`config.mk`:
```
export PLATFORM = sky130hd
export DESIGN_NAME = sqrt_arbiter
export DESIGN_NICKNAME = d
export VERILOG_FILES = /design/src/rtl/sqrt_arb_pkg.sv /design/src/rtl/rr_arbiter.sv /design/src/rtl/sqrt_arbiter.sv
export SDC_FILE = /design/constraint.sdc
export NUM_CORES = 1
export LEC_CHECK = 0
export ABC_AREA = 1
export ABC_CLOCK_PERIOD_IN_PS = 6100
export CAP_MARGIN = 20
export CELL_PAD_IN_SITES_DETAIL_PLACEMENT = 1
export CELL_PAD_IN_SITES_GLOBAL_PLACEMENT = 2
export CORE_AREA = 2 2 152 154
export DETAILED_ROUTE_END_ITERATION = 7
export DIE_AREA = 0 0 154 156
export PLACE_DENSITY = 0.86
export RECOVER_POWER = 25
export SYNTH_ARGS = -nofsm -noshare
export SYNTH_HDL_FRONTEND = slang
export SYNTH_SLANG_ARGS = --single-unit
```
`constraint.sdc`:
```
create_clock -name clk -period 6.1 [get_ports clk]
set_input_delay 1.22 -clock clk [delete_from_list [all_inputs] [get_ports clk]]
set_output_delay 1.22 -clock clk [all_outputs]
set_load 0.01 [all_outputs]
```
`src/rtl/sqrt_arb_pkg.sv`:
```
// Shared definitions for the sqrt_arbiter block.
//   state_t        : controller FSM encoding (IDLE=0, ISSUE=1, WAIT=2, RESP=3)
//   OP_W / RES_W   : operand and result widths of the shared sqrt core
//   WDOG_LIMIT_DEF : default WAIT-state watchdog limit (used only when
//                    SQRT_ARB_WATCHDOG_EN is defined)
package sqrt_arb_pkg;

  typedef enum logic [1:0] {
    IDLE  = 2'd0,
    ISSUE = 2'd1,
    WAIT  = 2'd2,
    RESP  = 2'd3
  } state_t;

  localparam int OP_W           = 32;
  localparam int RES_W          = 16;
  localparam int WDOG_LIMIT_DEF = 40;

endpackage

```
`src/rtl/rr_arbiter.sv`:
```
// Combinational round-robin grant search.
//   req     [N]         : request vector
//   ptr     [clog2(N)]  : index that has highest priority this cycle
//   gnt     [N]         : one-hot grant (all zero when no request)
//   gnt_idx [clog2(N)]  : binary index of the granted requester
module rr_arbiter #(
  parameter int N = 4
) (
  input  logic [N-1:0]         req,
  input  logic [$clog2(N)-1:0] ptr,
  output logic [N-1:0]         gnt,
  output logic [$clog2(N)-1:0] gnt_idx
);

  localparam int IDX_W = $clog2(N);

  // Walk the requesters starting at ptr, wrapping modulo N; the first
  // valid one found wins.
  always_comb begin : p_search
    logic [IDX_W-1:0] cand;
    logic             found;
    cand    = '0;
    found   = 1'b0;
    gnt     = '0;
    gnt_idx = '0;
    for (int k = 0; k < N; k++) begin
      cand = IDX_W'((int'(ptr) + k) % N);
      if (!found && req[cand]) begin
        found        = 1'b1;
        gnt[cand]    = 1'b1;
        gnt_idx      = cand;
      end
    end
  end

endmodule

```
`src/rtl/sqrt_arbiter.sv`:
```
// Shares one sqrt core among N requesters with round-robin arbitration.
// One operand is accepted in IDLE, issued to the core, the core's one-cycle
// ready pulse is captured, and the result is held on the response port
// until consumed.
//
// Ports:
//   clk, rst                  : clock, synchronous active-high reset
//   req_valid[N], req_data    : per-requester operands (32 bits each)
//   req_ready[N]              : one-hot combinational accept strobe
//   rsp_valid/rsp_ready       : response handshake
//   rsp_id, rsp_result,
//   rsp_cflag, rsp_oflag,
//   rsp_err                   : held response fields
//   core_start, core_nr       : drive the shared core
//   core_ready, core_result,
//   core_cflag, core_oflag    : core outputs (valid only while ready=1)
//   core_rst                  : core reset pulse on watchdog abort
//
// Build option: define SQRT_ARB_WATCHDOG_EN to abort a WAIT that lasts
// WDOG_LIMIT cycles; otherwise core_rst and rsp_err are tied to 0.
module sqrt_arbiter
  import sqrt_arb_pkg::*;
#(
  parameter int N          = 4,
  parameter int WDOG_LIMIT = WDOG_LIMIT_DEF
) (
  input  logic                   clk,
  input  logic                   rst,
  input  logic [N-1:0]           req_valid,
  input  logic [32*N-1:0]        req_data,
  output logic [N-1:0]           req_ready,
  output logic                   rsp_valid,
  input  logic                   rsp_ready,
  output logic [$clog2(N)-1:0]   rsp_id,
  output logic [RES_W-1:0]       rsp_result,
  output logic                   rsp_cflag,
  output logic                   rsp_oflag,
  output logic                   rsp_err,
  output logic                   core_start,
  output logic [OP_W-1:0]        core_nr,
  input  logic                   core_ready,
  input  logic [RES_W-1:0]       core_result,
  input  logic                   core_cflag,
  input  logic                   core_oflag,
  output logic                   core_rst
);

  localparam int IDX_W = $clog2(N);

  if (N < 2 || N > 8) begin : g_bad_n
    $error("sqrt_arbiter: N must be in 2..8");
  end
  // The watchdog counter is 6 bits wide.
  if (WDOG_LIMIT < 1 || WDOG_LIMIT > 63) begin : g_bad_wdog
    $error("sqrt_arbiter: WDOG_LIMIT must be in 1..63");
  end

  state_t            state, state_nxt;
  logic [IDX_W-1:0]  ptr, ptr_nxt;
  logic [OP_W-1:0]   op_q;
  logic [IDX_W-1:0]  id_q;
  logic [RES_W-1:0]  res_q;
  logic              cflag_q, oflag_q;
  logic              accept, capture, start_c;

  logic [N-1:0]      gnt;
  logic [IDX_W-1:0]  gnt_idx;
  logic [OP_W-1:0]   req_arr [N];

  for (genvar i = 0; i < N; i++) begin : g_unpack
    assign req_arr[i] = req_data[32*i +: 32];
  end

  rr_arbiter #(.N(N)) u_rr (
    .req     (req_valid),
    .ptr     (ptr),
    .gnt     (gnt),
    .gnt_idx (gnt_idx)
  );

  assign ptr_nxt = (gnt_idx == IDX_W'(N - 1)) ? '0 : gnt_idx + 1'b1;

`ifdef SQRT_ARB_WATCHDOG_EN
  localparam logic [5:0] WDOG_CNT_LIM = 6'(WDOG_LIMIT);
  logic [5:0] wdog_cnt;
  logic       wd_abort;
  logic       err_q;
`endif

  always_comb begin
    state_nxt = state;
    accept    = 1'b0;
    capture   = 1'b0;
    start_c   = 1'b0;
`ifdef SQRT_ARB_WATCHDOG_EN
    wd_abort  = 1'b0;
`endif
    case (state)
      IDLE: begin
        if (|req_valid) begin
          accept    = 1'b1;
          state_nxt = ISSUE;
        end
      end
      ISSUE: begin
        start_c   = 1'b1;
        state_nxt = WAIT;
      end
      WAIT: begin
        // The core's outputs are only valid in its ready cycle, so the
        // capture must happen right here; a simultaneous watchdog hit loses.
        if (core_ready) begin
          capture   = 1'b1;
          state_nxt = RESP;
        end
`ifdef SQRT_ARB_WATCHDOG_EN
        else if (wdog_cnt == WDOG_CNT_LIM) begin
          wd_abort  = 1'b1;
          state_nxt = RESP;
        end
`endif
      end
      RESP: begin
        if (rsp_ready) state_nxt = IDLE;
      end
      default: state_nxt = IDLE;
    endcase
  end

  always_ff @(posedge clk) begin
    if (rst) begin
      state   <= IDLE;
      ptr     <= '0;
      op_q    <= '0;
      id_q    <= '0;
      res_q   <= '0;
      cflag_q <= 1'b0;
      oflag_q <= 1'b0;
`ifdef SQRT_ARB_WATCHDOG_EN
      err_q    <= 1'b0;
      wdog_cnt <= '0;
`endif
    end else begin
      state <= state_nxt;
      if (accept) begin
        op_q <= req_arr[gnt_idx];
        id_q <= gnt_idx;
        ptr  <= ptr_nxt;
      end
      if (capture) begin
        res_q   <= core_result;
        cflag_q <= core_cflag;
        oflag_q <= core_oflag;
      end
`ifdef SQRT_ARB_WATCHDOG_EN
      if (capture) begin
        err_q <= 1'b0;
      end else if (wd_abort) begin
        res_q   <= '0;
        cflag_q <= 1'b0;
        oflag_q <= 1'b0;
        err_q   <= 1'b1;
      end
      // Cleared in ISSUE so the first WAIT cycle counts from zero.
      if (state == ISSUE)     wdog_cnt <= '0;
      else if (state == WAIT) wdog_cnt <= wdog_cnt + 1'b1;
`endif
    end
  end

  // Outputs are forced low while rst is high so nothing leaks out in the
  // reset cycle itself.
  assign req_ready  = (accept && !rst) ? gnt : '0;
  assign core_start = start_c && !rst;
  assign core_nr    = rst ? '0 : op_q;
  assign rsp_valid  = (state == RESP) && !rst;
  assign rsp_id     = rst ? '0 : id_q;
  assign rsp_result = rst ? '0 : res_q;
  assign rsp_cflag  = cflag_q && !rst;
  assign rsp_oflag  = oflag_q && !rst;
`ifdef SQRT_ARB_WATCHDOG_EN
  assign rsp_err    = err_q && !rst;
  assign core_rst   = wd_abort && !rst;
`else
  assign rsp_err    = 1'b0;
  assign core_rst   = 1'b0;
`endif

endmodule

```
==> out/qor.yml <==
outcome:
  status: "complete, but fails checks"
  violations: "capacitance limit, slew limit"
routing:
  wl_per_cell_microns: 13.6
  num_vias: 5485
  drt_wl_total_microns: 17500
  final_antenna_net_count: 0
  dr.pass1.iters: 4
  drt-initial-drc-count: 210
  drc_errors: 0
  avgViaCountPerCell: 4.27
final_layout:
  drive_gt1_share_pct: 3.10
  diodes: 0
  fillers: 2912
  area_growth_pct: 52.1
  final_net_count: 1167
floorplan:
  start_util_pct: 20.7
  rows: 55
  fp.dieW_microns: 154
  core_sq_um: 22400
  boundaryPins: 214
  die_area_sq_um: 24000
  die_y_microns: 156
timing:
  finClkSkew_ns: 0.00919
  relSlewSlack_pct: -5.39
  grt_setup_unrepaired: "no"
  hold_ws_ns: 0.457
  max_slew.worst_pin.slew_ns: 1.58
  setup_viol: 0
  min_period_over_period_pct: 83.3
  finalHoldViolCount: 0
  slew_violations: 34
  fin_tns_setup_ns: 0
  max_clock_freq_mhz: 197
  min_period_ns: 5.08
worst_hold_path:
  worstHoldPathType: "flop to flop"
logic_synthesis:
  synth_top_cells_by_count: "inv_1 (235), nand3_1 (166), nand2_1 (134), nor2_1 (62), a21oi_1 (61)"
  synth_area_leaders: "dfxtp_1 (24%), inv_1 (19%), nand3_1 (18%), nand2_1 (11%), a21oi_1 (6.6%)"
  synth.most_common_cell: "inv_1"
  ys_ff_latch: 56
  yosysUniqueCellTypes: 27
  yosysWarnings: 0
  synthCells: 827
  synth_top_area_share_pct: 24.2
  synthFlopType: "dfxtp_1"
  synth_edf_count: 0
  syn_area_sq_um: 4630
  async_flop_share_pct: 0
  yosysTopAreaCell: "dfxtp_1"
  yosysSeqAreaShare_pct: 24.2
  avgSynthCellArea_sq_um: 5.60
setup_path:
  critPathMaxFanout: 35
  critPathKind: "input pin to output pin"
  cp.arrival_ns: 3.86
  worstSetupStartpointType: "input pin"
  cp-end-kind: "output pin"
  critPathRequiredTime_ns: 4.88
global_route:
  grt-ovfl-total: 0
  grt_first_pass_wirelength_microns: 28000
  track_usage_pct: 14.4
  antenna_found_initial: 0
  grt_max_degree: 65
  grt_pass1_vias: 5368
clocking:
  clock_latency_ns: 0.31
  hold_buffers: 0
  cts_buffers: 5
  postCtsSetupBuffers: 0
  clk_transition_reported_paths_ns: 0.08
  clockRootBuffer: "clkbuf_16"
  htree_num_levels: 2
  cts_tree: "done"
  clk_path_buf_depth: 2
  cts_resized: 0
  clkSinkCount: 56
place:
  io_buffers: 211
  hpwl_microns: 12300
  gp_congestion: 0.778
pwr:
  power_mw: 3.35
  p_leak_nw: 3.62
  power_density_nw_per_um2: 475
  max-vdd-ir-drop_v: 0.000301
flow_run:
  cap_violations: 1
==> power by group <==
part	internal, mW	switching [mW]
Combinational	0.827	1.61
Sequential	0.493	0.0531
Clock	0.207	0.153
Total	1.53	1.82
==> cell usage in the layout (no fill, tap or decap) <==
cell             count
dlygate4sd3_1        6
buf_4                6
a211oi_1             1
a21oi_1             61
nand2_1            134
nor3_1               1
clkbuf_8             1
clkinv_4             1
clkdlybuf4s50_1    204
conb_1               2
nand4_4              1
inv_2                2
nor2_4               3
nand3_1            166
dfxtp_1             56
o22ai_1              5
o21ai_0             21
inv_4                1
nand2_2              5
nor2_1              61
nor4_1               1
bufinv_16            1
inv_1              236
ha_1                13
nand2_4              1
nand4_1              1
a21boi_0             1
nand3_2              4
clkbuf_16            5
==> kinds of logic after synthesis <==
family | Yosys count | synth area share [%]
AOI/OAI and AO/OA | 89 | 9.86
other | 1 | 0.0810
adders and majority gates | 13 | 3.51
buffers and inverters | 290 | 25.4
DFF | 56 | 24.2
and+or+nand+nor | 378 | 36.9
==> metrics by stage <==
| step | instance area [sq um] | instances | utilization [%] | worst slack [ns] |
|---|---|---|---|---|
| floorplan | 4640 | 828 | - | 2.73 |
| global placement | 6870 | 1278 | 30.7 | 1.12 |
| detailed placement | 6870 | 1278 | 30.7 | 1.03 |
| CTS | 7050 | 1286 | 31.5 | 1.02 |
| global route | 7050 | 1286 | 31.5 | 0.794 |
| finish | 7050 | 1286 | 31.5 | 1.02 |
==> metal layers <==
metal	GRT usage, %	vias up	share of wire, %
met1	17.8	2524	46
li1	-	2818	-
met4	2.80	0	1.0
met5	0	-	0
met2	25.6	133	47
met3	3.58	10	5.8
==> path summary, 6_finish.rpt <==
kind	end	startpoint	slack, ns	cells after the start
max	req_ready[3]	req_valid[0]	1.02	8
min	oflag_q	oflag_q	0.46	2
max reg2reg	op_q[30]	ptr[0]	2.21	13
min reg2reg	oflag_q	oflag_q	0.46	2
==> worst max-delay path: stages <==
cell and delay, ns:
dlygate4sd3_1 0.60, nor4_1 0.12, nor2_4 0.81, inv_2 0.07, nor2_1 0.34, nand2_1 0.11
inv_1 0.07, clkdlybuf4s50_1 0.52
==> flip-flops by register name, indices dropped and copies added, names as in the netlist <==
name / flops
op_q: 32
oflag_q: 1
res_q: 16
cflag_q: 1
id_q: 2
state: 2
ptr: 2
==> final cells by class <==
class                   instances  area [sq um]  area share [%]
clock buffers                   6           139            1.97
clock inverters                 2          38.8           0.550
inverters                     239           900            12.8
multi-input cells             482          2340            33.3
flip-flops and latches         56          1120            15.9
well taps                     285           357            5.06
repair buffers                216          2150            30.5
Note: power is estimated with default switching activity, not from simulation.
